--- src/rtl/armv8_pipeline_pkg.sv ---
// Shared definitions for the ARMv8 pipeline: PC width default, NOP encoding,
// control-flow opcode constants used by fetch predecode, and the IF/ID record.
package armv8_pipeline_pkg;

    localparam int          PC_W_DEF  = 64;
    localparam logic [31:0] NOP_INSTR = 32'h0000_0000;

    // Opcode fields: CBZ/CBNZ live in bits[31:24], B in bits[31:26]
    localparam logic [7:0]  OP_CBZ  = 8'hB4;
    localparam logic [7:0]  OP_CBNZ = 8'hB5;
    localparam logic [5:0]  OP_B    = 6'b000101;

    // IF/ID pipeline record; pc fields sized for the widest supported PC
    typedef struct packed {
        logic                valid;
        logic [PC_W_DEF-1:0] pc;
        logic [PC_W_DEF-1:0] pc_plus4;
        logic [31:0]         instr;
        logic                pred_taken;
    } ifid_rec_t;

    // Empty (bubble) IF/ID contents, used on reset and on flush
    localparam ifid_rec_t IFID_EMPTY = '{
        valid:      1'b0,
        pc:         {PC_W_DEF{1'b0}},
        pc_plus4:   {PC_W_DEF{1'b0}},
        instr:      NOP_INSTR,
        pred_taken: 1'b0
    };

endpackage

--- src/rtl/fetch_stage_branch_predecode.sv ---
// Static branch predecode: B is always taken, CBZ/CBNZ taken only when the
// displacement is negative (backward loop edge). Purely combinational.
module branch_predecode
    import armv8_pipeline_pkg::*;
#(
    parameter int PC_W = PC_W_DEF
) (
    input  logic [31:0]   instr,
    input  logic [PC_W-1:0] pc,
    output logic          is_pred_taken,
    output logic [PC_W-1:0] target
);

    logic [PC_W-1:0] w_off_b;
    logic [PC_W-1:0] w_off_cb;
    logic            w_is_b;
    logic            w_is_cb;

    // Sign-extended, word-scaled displacements for both branch formats
    assign w_off_b  = {{(PC_W-28){instr[25]}}, instr[25:0], 2'b00};
    assign w_off_cb = {{(PC_W-21){instr[23]}}, instr[23:5], 2'b00};
    assign w_is_b   = (instr[31:26] == OP_B);
    assign w_is_cb  = (instr[31:24] == OP_CBZ) || (instr[31:24] == OP_CBNZ);

    // Select prediction and target; fall-through reports not-taken with target pc
    always_comb begin
        is_pred_taken = 1'b0;
        target        = pc;
        if (w_is_b) begin
            is_pred_taken = 1'b1;
            target        = pc + w_off_b;
        end else if (w_is_cb && instr[23]) begin
            is_pred_taken = 1'b1;
            target        = pc + w_off_cb;
        end else begin
            is_pred_taken = 1'b0;
            target        = pc;
        end
    end

endmodule

--- src/rtl/fetch_stage.sv ---
// Instruction-fetch stage: owns the PC, drives the instruction-memory address
// and fills the IF/ID register. Honors stall and redirect from downstream.
// Optional static prediction is enabled by defining FETCH_STATIC_PREDICT_EN.
module fetch_stage
    import armv8_pipeline_pkg::*;
#(
    parameter int              PC_W     = PC_W_DEF,
    parameter logic [PC_W-1:0] RESET_PC = {PC_W{1'b0}}
) (
    input  logic            clock,
    input  logic            reset,
    output logic [PC_W-1:0] imem_addr,
    input  logic [31:0]     imem_rdata,
    input  logic            stall,
    input  logic            redirect_valid,
    input  logic [PC_W-1:0] redirect_pc,
    output logic            ifid_valid,
    output logic [PC_W-1:0] ifid_pc,
    output logic [PC_W-1:0] ifid_pc_plus4,
    output logic [31:0]     ifid_instr,
    output logic            ifid_pred_taken
);

    logic [PC_W-1:0] r_pc;
    ifid_rec_t       r_ifid;

    logic [PC_W-1:0] w_pc_plus4;
    logic [PC_W-1:0] w_pc_next;
    ifid_rec_t       w_ifid_next;
    logic            w_pred_taken;
    logic [PC_W-1:0] w_pred_target;

    // PC+4 wraps naturally modulo 2^PC_W
    assign w_pc_plus4 = r_pc + {{(PC_W-3){1'b0}}, 3'd4};

`ifdef FETCH_STATIC_PREDICT_EN
    branch_predecode #(
        .PC_W (PC_W)
    ) u_predecode (
        .instr         (imem_rdata),
        .pc            (r_pc),
        .is_pred_taken (w_pred_taken),
        .target        (w_pred_target)
    );
`else
    assign w_pred_taken  = 1'b0;
    assign w_pred_target = w_pc_plus4;
`endif

    // Next PC and IF/ID contents: redirect beats stall beats prediction beats PC+4
    always_comb begin
        w_pc_next   = r_pc;
        w_ifid_next = r_ifid;
        if (redirect_valid) begin
            w_pc_next   = redirect_pc;
            w_ifid_next = IFID_EMPTY;
        end else if (stall) begin
            w_pc_next   = r_pc;
            w_ifid_next = r_ifid;
        end else begin
            if (w_pred_taken) begin
                w_pc_next = w_pred_target;
            end else begin
                w_pc_next = w_pc_plus4;
            end
            w_ifid_next.valid      = 1'b1;
            w_ifid_next.pc         = PC_W_DEF'(r_pc);
            w_ifid_next.pc_plus4   = PC_W_DEF'(w_pc_plus4);
            w_ifid_next.instr      = imem_rdata;
            w_ifid_next.pred_taken = w_pred_taken;
        end
    end

    // PC and IF/ID state; synchronous active-low reset discards any in-flight fetch
    always_ff @(posedge clock) begin
        if (!reset) begin
            r_pc   <= RESET_PC;
            r_ifid <= IFID_EMPTY;
        end else begin
            r_pc   <= w_pc_next;
            r_ifid <= w_ifid_next;
        end
    end

    assign imem_addr       = r_pc;
    assign ifid_valid      = r_ifid.valid;
    assign ifid_pc         = r_ifid.pc[PC_W-1:0];
    assign ifid_pc_plus4   = r_ifid.pc_plus4[PC_W-1:0];
    assign ifid_instr      = r_ifid.instr;
    assign ifid_pred_taken = r_ifid.pred_taken;

endmodule

--- config.mk ---
export PLATFORM = sky130hd
export DESIGN_NAME = fetch_stage
export DESIGN_NICKNAME = d
export VERILOG_FILES = /design/src/rtl/armv8_pipeline_pkg.sv /design/src/rtl/fetch_stage_branch_predecode.sv /design/src/rtl/fetch_stage.sv
export SDC_FILE = /design/constraint.sdc
export NUM_CORES = 1
export LEC_CHECK = 0
export BUFFER_PORTS_ARGS = -buffer_cell sky130_fd_sc_hd__buf_2
export CORE_MARGIN = 5
export CORE_UTILIZATION = 46
export CTS_BUF_LIST = sky130_fd_sc_hd__clkbuf_16
export CTS_CLUSTER_DIAMETER = 200
export DETAILED_ROUTE_END_ITERATION = 12
export GPL_ROUTABILITY_DRIVEN = 0
export GPL_TIMING_DRIVEN = 0
export PLACE_DENSITY = 0.76
export SLEW_MARGIN = 20
export SYNTH_ARGS = -nofsm -noshare
export SYNTH_HDL_FRONTEND = slang
export SYNTH_SLANG_ARGS = --single-unit
--- constraint.sdc ---
create_clock -name clock -period 2.3 [get_ports clock]
set_input_delay 0 -clock clock [delete_from_list [all_inputs] [get_ports clock]]
set_output_delay 0 -clock clock [all_outputs]
set_load 0.05 [all_outputs]
Word-level counts from Yosys, hierarchy flattened
Index checks and enable logic that the tools add are counted.

Equal/unequal tests: 1. Add/subtract/negate cells: 1. Reductions and logical operators: 1. Bitwise operators: 1. Mux-type cells: 2.

Operator list (number): 64-bit 2-to-1 mux (2); 64-bit by 3-bit adder with 64-bit output, second input constant (1); 2-bit by 1-bit != test with 1-bit output, second input constant (1); 2-bit OR reduction (1); 1-bit NOT (1).

Input bits: 100. Register bits after elaboration: 225. Logic and storage cells: 11. Output and inout port bits: 226.

Longest topological paths before layout
Depth in word-level cells: 3. Gate-level depth with buffers: 8. Gate-level depth less buffers: 7.

Worst setup path after synthesis
OpenSTA, ideal clock, no wires.

Kind: reg-to-reg. Start: register r_pc[2] (netlist: imem_addr[2]). End: register r_pc[44] (netlist: imem_addr[44]). Period minus slack after synthesis: 2.961 ns. Library setup time: 0.070 ns. Buffers on the path: 1. Arrival: 2.891 ns. Required time: 2.230 ns. Stages on the path, launching flop included: 9. Path slack: -0.661 ns. Cells stage by stage: dfxtp_1 -> ha_1 -> nand3_2 -> or4_4 -> or4_4 -> buf_6 -> or3_1 -> xor2_1 -> a21oi_1.

Cells in the longest elaborated chain, start to end: 3.

RTL lines: start, declared (line fetch_stage.sv:24) `logic [PC_W-1:0] r_pc;`; start signal, assigned (line fetch_stage.sv:80) `r_pc <= w_pc_next;`; 64-bit by 3-bit adder with 64-bit output (line fetch_stage.sv:34) `assign w_pc_plus4 = r_pc + {{(PC_W-3){1'b0}}, 3'd4};`; 64-bit 2-to-1 mux (line fetch_stage.sv:57) `end else if (stall) begin`; 64-bit 2-to-1 mux (line fetch_stage.sv:54) `if (redirect_valid) begin`.

Every way passes these cells. The select of a mux whose other input is x is not followed. A chain may end at the register's enable or synchronous reset.

Worst setup path after layout
Start: register r_pc[7] (netlist: imem_addr[7]). End: register r_pc[44] (netlist: imem_addr[44]).

The elaborated chain is that of the path after synthesis.

==> metrics.txt <==
Syn Nets 1268; Synth top area share 44.9%; clk_skew 0.00760 ns; Placed Cells 1765; port buffer count 323; top_reg_cell synth dfxtp_1; Pins Over Slew Limit 0; CTS H-tree depth 1; max-cap violation count 0; Crit path largest cell delay 0.59 ns; HP Start redirect_valid; HP Class in -> reg; pre-CTS setup slack -0.907 ns; Clock transition at path regs 0.06 ns; yosys warns 0; Worst Tran Pin Value 0.931 ns; worst flop-to-flop path startpoint imem_addr[7]; VDD IR max 0.000621 V; final setup TNS -0.844 ns; async set or reset register ratio after synthesis 0%; FF-to-FF path depth 6; Worst setup endpoint imem_addr[44]; setup slack, reg-to-reg -0.14 ns; Yosys top cell by area dfxtp_1; vias in the first global route 10.6k; antenna-violating nets left 0; DP HPWL 27400 um; initial antenna violation count 0; netlist area before placement 9950 um^2; post-layout minimum cycle time 2.44 ns; PD cells 667 nW/um^2; final std cells w/o fill 1938; Syn-to-layout area delta 47.4%; Worst path slowest cell or4_4; Worst Slack Setup Final -0.141 ns; Final period util 106%; top cells by area, synth dfxtp_1, mux2i_1, xnor2_1; Die H 157 um; number of DRC markers in iteration 0 1155; largest net degree at the start of global routing 14; GRT Util Overall 30.6%; DRC viols 0; Pwr Total 9.78 mW; gate count of the mapped netlist 1167; Via density 5.60; worst r2r dst imem_addr[44]; EDFF count, synth 0; Worst Path Required 2.68 ns; Leak 6.48 nW; # clock sinks 223; drt pass-1 iters 5; worst-path fanout max 9; Crit Path Category reg -> reg; status complete, but fails checks; DR vias 10.8k; Clock Root Buffer clkbuf_16; I/O pin total 326; RSZ-0062 raised after global routing true; crit path DAT 2.82 ns; critical-path cell list nand2_1 -> or4_4 -> or4_4 -> or3_4 -> xor2_1 -> a21oi_1; Max-slew headroom 37.9%; final instance area 14700 um^2; clk buf depth 3; Seq/Total Area, Yosys 44.9%; starting utilization of the core area 47.0%; CP Capture Type flip-flop; first-pass GRT wire length 59800 um; element type at the critical path start flip-flop; grt ovf 0; Yosys reg bits 223; failing checks negative setup slack; TritonCTS clock tree built; placed inst area 12100 um^2; Most Frequent Cell on Critical Path or4_4; synth unique cells 47; final setup vio count 15; final wirelength 40900 um; total CTS buffers 24; Core Footprint 21200 um^2; top achievable clock speed 410 MHz; row count 53; wire per inst 21.1 um; Worst setup startpoint imem_addr[7]; Final Hold Violating Endpoints 0; layout cell share with drive strength beyond 1 32.7%; Die Span X 157 um; Mean Syn Cell Area 8.52 um^2; Clk Latency, worst-skew pair 0.52 ns; die area 24700 um^2; final net count 1743
report_power, final:
| part | leakage (nW) | internal (mW) | switching, mW | total, mW |
|---|---|---|---|---|
| Sequential | 1.84 | 4.01 | 0.198 | 4.21 |
| Combinational | 4.23 | 0.557 | 1.14 | 1.69 |
| Clock | 0.405 | 2.25 | 1.62 | 3.87 |
| Total | 6.48 | 6.82 | 2.95 | 9.78 |
area by class of cell:
| type | instances | area, um^2 |
|---|---|---|
| Timing Repair Buffer | 470 | 2990 |
| Clock buffer | 26 | 651 |
| Inverter | 11 | 41.3 |
| Buffer | 83 | 414 |
| Clock inverter | 18 | 133 |
| Multi-Input combinational cell | 829 | 5510 |
| Sequential cell | 223 | 4580 |
| Fill cell | 1605 | 6490 |
| Antenna cell | 3 | 7.51 |
| Tap cell | 275 | 344 |
per-layer routing:
metal,vias to the layer above,wire [um],global-route usage (%)
met5,-,0,0
met4,0,1890,13.5
met3,144,4240,7.40
met2,669,19100,50.6
met1,5087,15600,38.3
li1,4947,-,-
how the worst min path moves through the flow:
| stage | end | slack [ns] | cells after the start |
|---|---|---|---|
| floorplan | imem_addr[10] | 0.11 | 2 |
| global placement | imem_addr[14] | 0.20 | 3 |
| detailed placement | imem_addr[10] | 0.21 | 3 |
| CTS | imem_addr[1] | 0.07 | 3 |
| global route | imem_addr[1] | 0.10 | 3 |
| finish | imem_addr[0] | 0.08 | 3 |
metrics by stage:
step	hold WS [ns]	utilization, %
after CTS	0.0662	66.9
after floorplan	0.108	-
after global routing	0.102	69.3
after global placement	0.200	57.3
after detailed placement	0.206	57.3
final	0.0818	69.3
cells in the final DEF (no fill, tap or decap), types with 53 or more instances in the layout:
cell / instances
dlygate4sd3_1: 97
clkbuf_1: 55
a21oi_1: 95
nand2_1: 81
buf_4: 53
xnor2_1: 83
o21ai_0: 95
dfxtp_1: 181
mux2i_1: 98
buf_2: 325
nor2_1: 153
critical path, delay by kind of cell, from the launching register on:
| kind | cells | cell delay (ns) |
|---|---|---|
| compound gates | 1 | 0.07 |
| xor+xnor | 1 | 0.13 |
| flops | 1 | 0.41 |
| simple gates | 4 | 1.69 |
synth_stat cells, types with 3 or more instances:
cell type	n
dfxtp_1	223
nor2_1	158
a21oi_1	98
mux2i_1	98
o21ai_0	95
xnor2_1	85
nand2_1	83
clkbuf_1	80
nor3_1	34
nand3_1	32
xor2_1	26
nand4_1	22
nor4_1	19
or3_1	12
and3_1	9
buf_2	9
inv_1	9
and2_1	8
buf_4	7
buf_1	6
nor2b_1	6
or2_2	5
a31oi_1	4
or4_1	4
and4_1	3
nor4_2	3
state kept, by name, indices dropped and copies added, names as in the netlist:
register / flops
ifid_pc: 64
imem_addr: 64
ifid_pc_plus4: 62
ifid_instr: 32
ifid_valid: 1
timing repair:
item	CTS	global route
endpoints found under the hold margin	98	0
endpoints found under the setup margin	115	74
gates cloned	1	0
hold buffers	97	0
setup buffers	20	29
pin swaps	14	33
gates resized for setup	36	77
logic make-up after synthesis:
logic type | share of synthesized area [%]
adders and majority gates | 0.126
other | 0.0377
and+or+nand+nor | 19.4
AOI/OAI and AO/OA | 11.1
muxes | 9.86
buffers and inverters | 4.80
DFF | 44.9
xor gates and xnor gates | 9.77
No activity file was read; power rests on OpenSTA's default activity.
